--- src/rtl/seq_addsub.sv ---
// Multi-cycle adder/subtractor: processes CHUNK bits of the captured operands per
// clock, rippling the carry through a register, and pulses done with the result.
module seq_addsub #(
  parameter int WIDTH = 32,
  parameter int CHUNK = 8
) (
  input  logic             clk,
  input  logic             reset,
  input  logic             start,
  input  logic             sub,
  input  logic [WIDTH-1:0] a,
  input  logic [WIDTH-1:0] b,
  input  logic             cin,
  output logic             busy,
  output logic             done,
  output logic [WIDTH-1:0] sum,
  output logic             carry,
  output logic             overflow
);

  localparam int N  = WIDTH / CHUNK;
  localparam int CW = (N > 1) ? $clog2(N) : 1;

  typedef enum logic [1:0] {IDLE, BUSY, DONE} state_e;

  state_e           state_q, state_d;
  logic [WIDTH-1:0] a_q, a_d;
  logic [WIDTH-1:0] b_q, b_d;
  logic [WIDTH-1:0] sum_q, sum_d;
  logic [CW-1:0]    k_q, k_d;
  logic             c_q, c_d;
  logic             carry_q, carry_d;
  logic             overflow_q, overflow_d;
  logic             busy_q, busy_d;
  logic             done_q, done_d;

  int unsigned      base;
  logic [CHUNK-1:0] chunk_res;
  logic             chunk_co;
  logic             last_chunk;
  logic             msb_ovf;

  always_comb begin
    // NOTE: every signal gets a default first so no path leaves one unassigned (no latches).
    state_d    = state_q;
    a_d        = a_q;
    b_d        = b_q;
    sum_d      = sum_q;
    k_d        = k_q;
    c_d        = c_q;
    carry_d    = carry_q;
    overflow_d = overflow_q;

    base                  = int'(k_q) * CHUNK;
    {chunk_co, chunk_res} = {1'b0, a_q[base +: CHUNK]} + {1'b0, b_q[base +: CHUNK]}
                          + {{CHUNK{1'b0}}, c_q};
    last_chunk            = (k_q == CW'(N - 1));
    // Equal operand signs with a differing result sign is the same as
    // carry-in to the MSB differing from carry-out; b_q is already inverted for sub.
    msb_ovf               = (a_q[WIDTH-1] ~^ b_q[WIDTH-1]) & (chunk_res[CHUNK-1] ^ a_q[WIDTH-1]);

    case (state_q)
      IDLE, DONE: begin
        if (start) begin
          a_d     = a;
          b_d     = b ^ {WIDTH{sub}};
          c_d     = sub ? 1'b1 : cin;
          k_d     = '0;
          state_d = BUSY;
        end else begin
          state_d = IDLE;
        end
      end
      BUSY: begin
        sum_d[base +: CHUNK] = chunk_res;
        c_d                  = chunk_co;
        if (last_chunk) begin
          carry_d    = chunk_co;
          overflow_d = msb_ovf;
          state_d    = DONE;
        end else begin
          k_d = k_q + 1'b1;
        end
      end
      default: state_d = IDLE;
    endcase

    busy_d = (state_d == BUSY);
    done_d = (state_d == DONE);
  end

  // NOTE: sequential state uses non-blocking assignments so all flops update together.
  always_ff @(posedge clk) begin
    if (reset) begin
      state_q    <= IDLE;
      a_q        <= '0;
      b_q        <= '0;
      sum_q      <= '0;
      k_q        <= '0;
      c_q        <= 1'b0;
      carry_q    <= 1'b0;
      overflow_q <= 1'b0;
      busy_q     <= 1'b0;
      done_q     <= 1'b0;
    end else begin
      state_q    <= state_d;
      a_q        <= a_d;
      b_q        <= b_d;
      sum_q      <= sum_d;
      k_q        <= k_d;
      c_q        <= c_d;
      carry_q    <= carry_d;
      overflow_q <= overflow_d;
      busy_q     <= busy_d;
      done_q     <= done_d;
    end
  end

  assign busy     = busy_q;
  assign done     = done_q;
  assign sum      = sum_q;
  assign carry    = carry_q;
  assign overflow = overflow_q;

endmodule

--- config.mk ---
export PLATFORM = sky130hd
export DESIGN_NAME = seq_addsub
export DESIGN_NICKNAME = d
export VERILOG_FILES = /design/src/rtl/seq_addsub.sv
export SDC_FILE = /design/constraint.sdc
export NUM_CORES = 1
export LEC_CHECK = 0
export CORE_MARGIN = 2
export CORE_UTILIZATION = 46
export CTS_BUF_LIST = sky130_fd_sc_hd__clkbuf_2
export CTS_CLUSTER_DIAMETER = 50
export DETAILED_ROUTE_END_ITERATION = 12
export GPL_TIMING_DRIVEN = 0
export PLACE_DENSITY_LB_ADDON = 0.1
export SLEW_MARGIN = 30
export SYNTH_ARGS = -nofsm -noshare
export SYNTH_HDL_FRONTEND = slang
export SYNTH_SLANG_ARGS = --single-unit
--- constraint.sdc ---
create_clock -name clk -period 4.3 [get_ports clk]
set_input_delay 0.645 -clock clk [delete_from_list [all_inputs] [get_ports clk]]
set_output_delay 0.645 -clock clk [all_outputs]
set_load 0.02 [all_outputs]
Word-level counts from Yosys, hierarchy flattened
Cells that the tools add are included.

Shift-type cells: 4. Equal/unequal tests: 7. Muxes and demuxes: 10. Reductions and logical operators: 7. Bitwise operators: 4. $add $sub $neg: 4.

Operators by type and width (count): indexed part select 32 x 6 -> 8 bit (2); negator 5 -> 34 bit (1); variable shift 8 x 34 -> 32 bit (first input constant) (1); indexed part select 8 x 34 -> 32 bit (1); bitwise mux 32 bit (1); bitwise XOR 32 bit (1); adder 8 x 8 -> 9 bit (1); adder 9 x 1 -> 9 bit (1); one-hot mux 2 bit (2 select lines) (2); == test 2 bit (second input constant) (3); two-way mux 2 bit (3); AND reduction 2 bit (3); == test 2 x 1 -> 1 bit (second input constant) (2); inequality test 2 bit (second input constant) (2); two-way mux 1 bit (3); AND reduction 3 bit (1); adder 2 x 1 -> 2 bit (second input constant) (1); logical NOT 2 bit (1); one-hot mux 1 bit (2 select lines) (1); nonzero test 2 bit (1); OR reduction 2 bit (1); bitwise AND 1 bit (1); bitwise XNOR 1 bit (1); bitwise XOR 1 bit (1).

Output and inout port bits: 36. Bits in registers: 105.

Longest topological paths before layout
Depth in word-level cells: 5. Gate-level depth with buffers: 10.

Worst setup path before layout
OpenSTA, ideal clock, no wires.

Path type: flip-flop to flip-flop. From: reg k_q[0]. To: reg sum_q[22] (netlist: sum[22]). Path buffers: 1. Slack: 1.240 ns. Stages on the path, launching flop included: 10. Setup time: 0.123 ns. Clock period less this slack: 3.060 ns. Data arrival time: 2.937 ns. Cells stage by stage: dfxtp_1 > buf_4 > mux4_2 > fa_1 > fa_1 > a211oi_1 > or4b_4 > o2111ai_2 > a22oi_1 > nor2_2.

Word-level cells in the longest chain between the ends: 5. Elaborated cells between the ends (all ways): 8. Classes of those cells: add/sub: 3; shift: 4; mux: 1.

RTL lines: from (decl) (line 30) `logic [CW-1:0] k_q, k_d;`; from (signal assigned) (line 110) `k_q <= k_d;`; indexed part select 32 x 6 -> 8 bit (line 55) `{chunk_co, chunk_res} = {1'b0, a_q[base +: CHUNK]} + {1'b0, b_q[base +: CHUNK]}`; adder 8 x 8 -> 9 bit (line 55); adder 9 x 1 -> 9 bit (line 56) `+ {{CHUNK{1'b0}}, c_q};`; indexed part select 8 x 34 -> 32 bit (line 75) `sum_d[base +: CHUNK] = chunk_res;`; bitwise mux 32 bit * (line 75); to (signal assigned) (line 109) `sum_q <= sum_d;`; to (decl) (line 29) `logic [WIDTH-1:0] sum_q, sum_d;`.

Mark *: on every way between the ends. The rest lies on a longest branch, timed or not. A chain may end at the register's enable or synchronous reset.

Worst setup path after layout
From: reg k_q[0]. To: reg c_q.

Word-level cells in the longest chain between the ends: 4. Elaborated cells between the ends (all ways): 5. Classes of those cells: add/sub: 2; shift: 2; mux: 1.

RTL lines: indexed part select 32 x 6 -> 8 bit (line 55); adder 8 x 8 -> 9 bit * (line 55); adder 9 x 1 -> 9 bit * (line 56); one-hot mux 1 bit (2 select lines) * (line 62) `case (state_q)`; to (signal assigned) (line 100) `c_q <= 1'b0;`; to (signal assigned) (line 111) `c_q <= c_d;`; to (decl) (line 31) `logic c_q, c_d;`.

Marks and branches as above.

==> results.md <==
* Post-synth top area cell: dfxtp_1
* Largest net degree at the start of global routing at 20
* Fin Setup TNS at 0 ns
* CTS Root Cell: clkbuf_2
* Reg2reg start: k_q[0]$_SDFFE_PP0P_
* Cts hold-fix bufs at 0
* CP max stage cell: dfxtp_1
* Starting density of the core at between 40% and 50%
* Crit path buf inv count at 1
* Critical Path Start: k_q[0]$_SDFFE_PP0P_
* Detailed-router iteration count before antenna repair at 4
* Final Max Slew Viols at 0
* Worst vdd ir at 0.1379 mV
* Top Layer Used: met4
* Antenna violations before repair at 0
* Drt wl/cell at 15.65 um
* Synthesized instance count at 512
* Status: finished clean
* Critical path required time at 4.80 ns
* Area added between synthesis and finish at 26.89%
* CTS tree: built
* Hold WC Path Type: reg -> reg
* First-pass GRT wire length at 19,890 um
* R2R Setup Slk at 0.73 ns
* RSZ-0062 raised after global routing: no
* CP max FO at 10
* CTS Buf Count at 9
* Most used cell, CP: fa_1
* Worst path top cell family by delay: compound AO/OA/AOI/OAI gates
* Overflow after GRT at 0
* Final instance area at 0.006123 sq mm
* Diodes inserted at 0
* Yosys top cell area share at 43.56%
* Asr flop ratio synth at 0%
* Setup repair bufs after CTS at 0
* Netlist cell types at 46
* Bufs on Longest Clock Path at 2
* Die area at 0.01133 sq mm
* H-tree levels at 3
* Crit-path cells: clkbuf_1, mux4_2, fa_1, fa_1, a211oi_1, o21ai_0, a31oi_1, o211ai_1, nor2b_1
* Die height at ~110 um
* Main synth FF type: dfxtp_1
* Clock Pin Slew Worst Setup and Hold Paths at 0.33 ns
* Number of global-route vias before repair at 4,064
* Final HPWL DP at roughly 9300 um
* Main area contributors after synthesis: dfxtp_1 (44%), mux4_2 (7.5%), xnor2_1 (6.2%), nor2_1 (5.6%), a211oi_1 (5.4%)
* Worst slew pin tran at about 0.59 ns
* Final worst-path cycle share at between 80% and 90%
* Final min period at 3.574 ns
* Fraction of layout cells with a size suffix above 1 at 9.365%
* IO Port Bufs at just over 100
* Worst-Skew Late Latency at 0.59 ns
* Routed Antenna Nets at 0
* Post-synth EDFFs at 0
* Critical path depth at 9
* Post-route DRC at 0
* # setup viols final at 0
* Met3 WL at between 500 and 600 um
* Fillers at 933
* Most frequent cell after synthesis: dfxtp_1
* Met2 Wirelength at around 5900 um
* Max_cap viols at 0
* # IOs at 105
* Die Wd at roughly 110 um
* Global placer's final weighted congestion at 0.8409
* Max Clock Freq at about 280 MHz
* M1 WL at 5298 um
* Critical path endpoint: c_q$_SDFFE_PP0P_
* Nets at 709
* Clock sink count at 105
* # resized after CTS at 0
* Crit path launch type: register
* Starting DRT DRC Count at 191
* Via density at 5.321
* Leakage at 0.002194 uW
* Mapped cell area at 0.004826 sq mm
* Total track usage at 22.22%
* Slew HR at 60.47%
* FF-to-FF path depth at 9
* Crit path kind: reg -> reg
* Post-synthesis net count at 596
* Worst Path Arrival at between 4 and 5 ns
* Hold Vio Cnt, Final at 0
* CP peak stage delay at approximately 0.51 ns
* Vias at around 4,100
* Core Box Area at 0.01028 sq mm
* Placed insts at 750
* Area after DPL at 0.006017 sq mm
* PwrDens at 319.2 mW/mm^2
* Routed wire length at 11,990 um
* Seq/Total Area, Yosys at 43.56%
* Commonest cells in the netlist: dfxtp_1 (105), nor2_1 (72), nand2_1 (68)
* # rows at 37
* Final Skew at 0.05041 ns
* Synthesized area per cell at 9.426 sq um
* Critical path capture point type: register
* Synth Register Bits at approximately 110
* Reg-to-reg endpoint: c_q$_SDFFE_PP0P_
* Post-route insts no fill at about 770
* Synth Warn # at 0
==> cells in the final DEF (no fill, tap or decap), types with 8 or more instances in the layout <==
cell type / netlist / final
a211oi_1: 35 / 35
ha_1: 13 / 13
nor2_1: 72 / 72
a22oi_1: 32 / 32
dfxtp_1: 105 / 105
mux4_2: 16 / 16
clkdlybuf4s50_1: 0 / 102
xnor2_1: 34 / 34
clkbuf_1: 23 / 23
buf_2: 8 / 8
nand2_1: 68 / 68
a21oi_1: 40 / 40
clkbuf_2: 2 / 11
==> cell type report <==
type	count	area, sq um	share of cell area (%)
buffer	39	178.9	2.922
clock buffer	9	45.04	0.7356
clock inverter	7	61.31	1.001
inverter	6	22.52	0.3678
multi-input combinational	362	2522	41.19
sequential	105	2102	34.33
tap	136	170.2	2.779
timing repair buffer	102	1021	16.67
==> tightest hold or removal path: stages, from the launching register on <==
cell and delay [ns]:
dfxtp_1 0.39, nand2_1 0.05, a21oi_1 0.05
==> through the flow <==
stage	hold slack, ns	power, uW	util, %	worst slack (ns)
after global placement	0.4408	1520	58.55	0.8312
after floorplan	0.4331	1357	-	1.240
after global routing	0.4791	2051	59.58	0.5154
final	0.4725	1954	59.58	0.7259
after CTS	0.4670	1964	59.58	0.7640
after detailed placement	0.4476	1530	58.55	0.7837
==> how the worst min path moves through the flow <==
stage,from,to,slack [ns],cells past startpoint
floorplan,a_q[16]$_SDFFE_PP0P_,a_q[16]$_SDFFE_PP0P_,0.43,2
global placement,a_q[1]$_SDFFE_PP0P_,a_q[1]$_SDFFE_PP0P_,0.44,2
detailed placement,a_q[9]$_SDFFE_PP0P_,a_q[9]$_SDFFE_PP0P_,0.45,2
CTS,sub,b_q[7]$_SDFFE_PP0P_,0.47,3
global route,sub,b_q[8]$_SDFFE_PP0P_,0.48,3
finish,a_q[9]$_SDFFE_PP0P_,a_q[9]$_SDFFE_PP0P_,0.47,2
==> cell families (layout without fill, tap and decap cells) <==
family | after synthesis | count (layout) | synth area share [%]
adder cells (fa/ha/maj) | 15 | 15 | 4.200
multiplexers | 17 | 17 | 7.674
AO/OA/AOI/OAI | 127 | 127 | 17.71
XOR/XNOR | 35 | 35 | 6.352
AND/OR/NAND/NOR | 168 | 168 | 16.33
flip-flops | 105 | 105 | 43.56
buffers and inverters | 45 | 163 | 4.174
==> registers in the layout, summed over array words and instances (netlist names) <==
name and cells:
a_q 32, carry 1, c_q 1, state_q 2
b_q 32, overflow 1, k_q 2, done 1
busy 1, sum 32
==> routing by layer <==
| layer | vias to the layer above | global-route usage (%) |
|---|---|---|
| met4 | 0 | 7.699 |
| met3 | 14 | 2.759 |
| met2 | 121 | 38.19 |
| met5 | - | 0 |
| li1 | 2021 | - |
| met1 | 1920 | 28.90 |
==> where the power goes <==
| part | internal [uW] | switching [uW] |
|---|---|---|
| clock network | 87.5 | 355 |
| registers | 1030 | 33.3 |
| logic | 204 | 242 |
No activity file was read; power rests on OpenSTA's default activity.
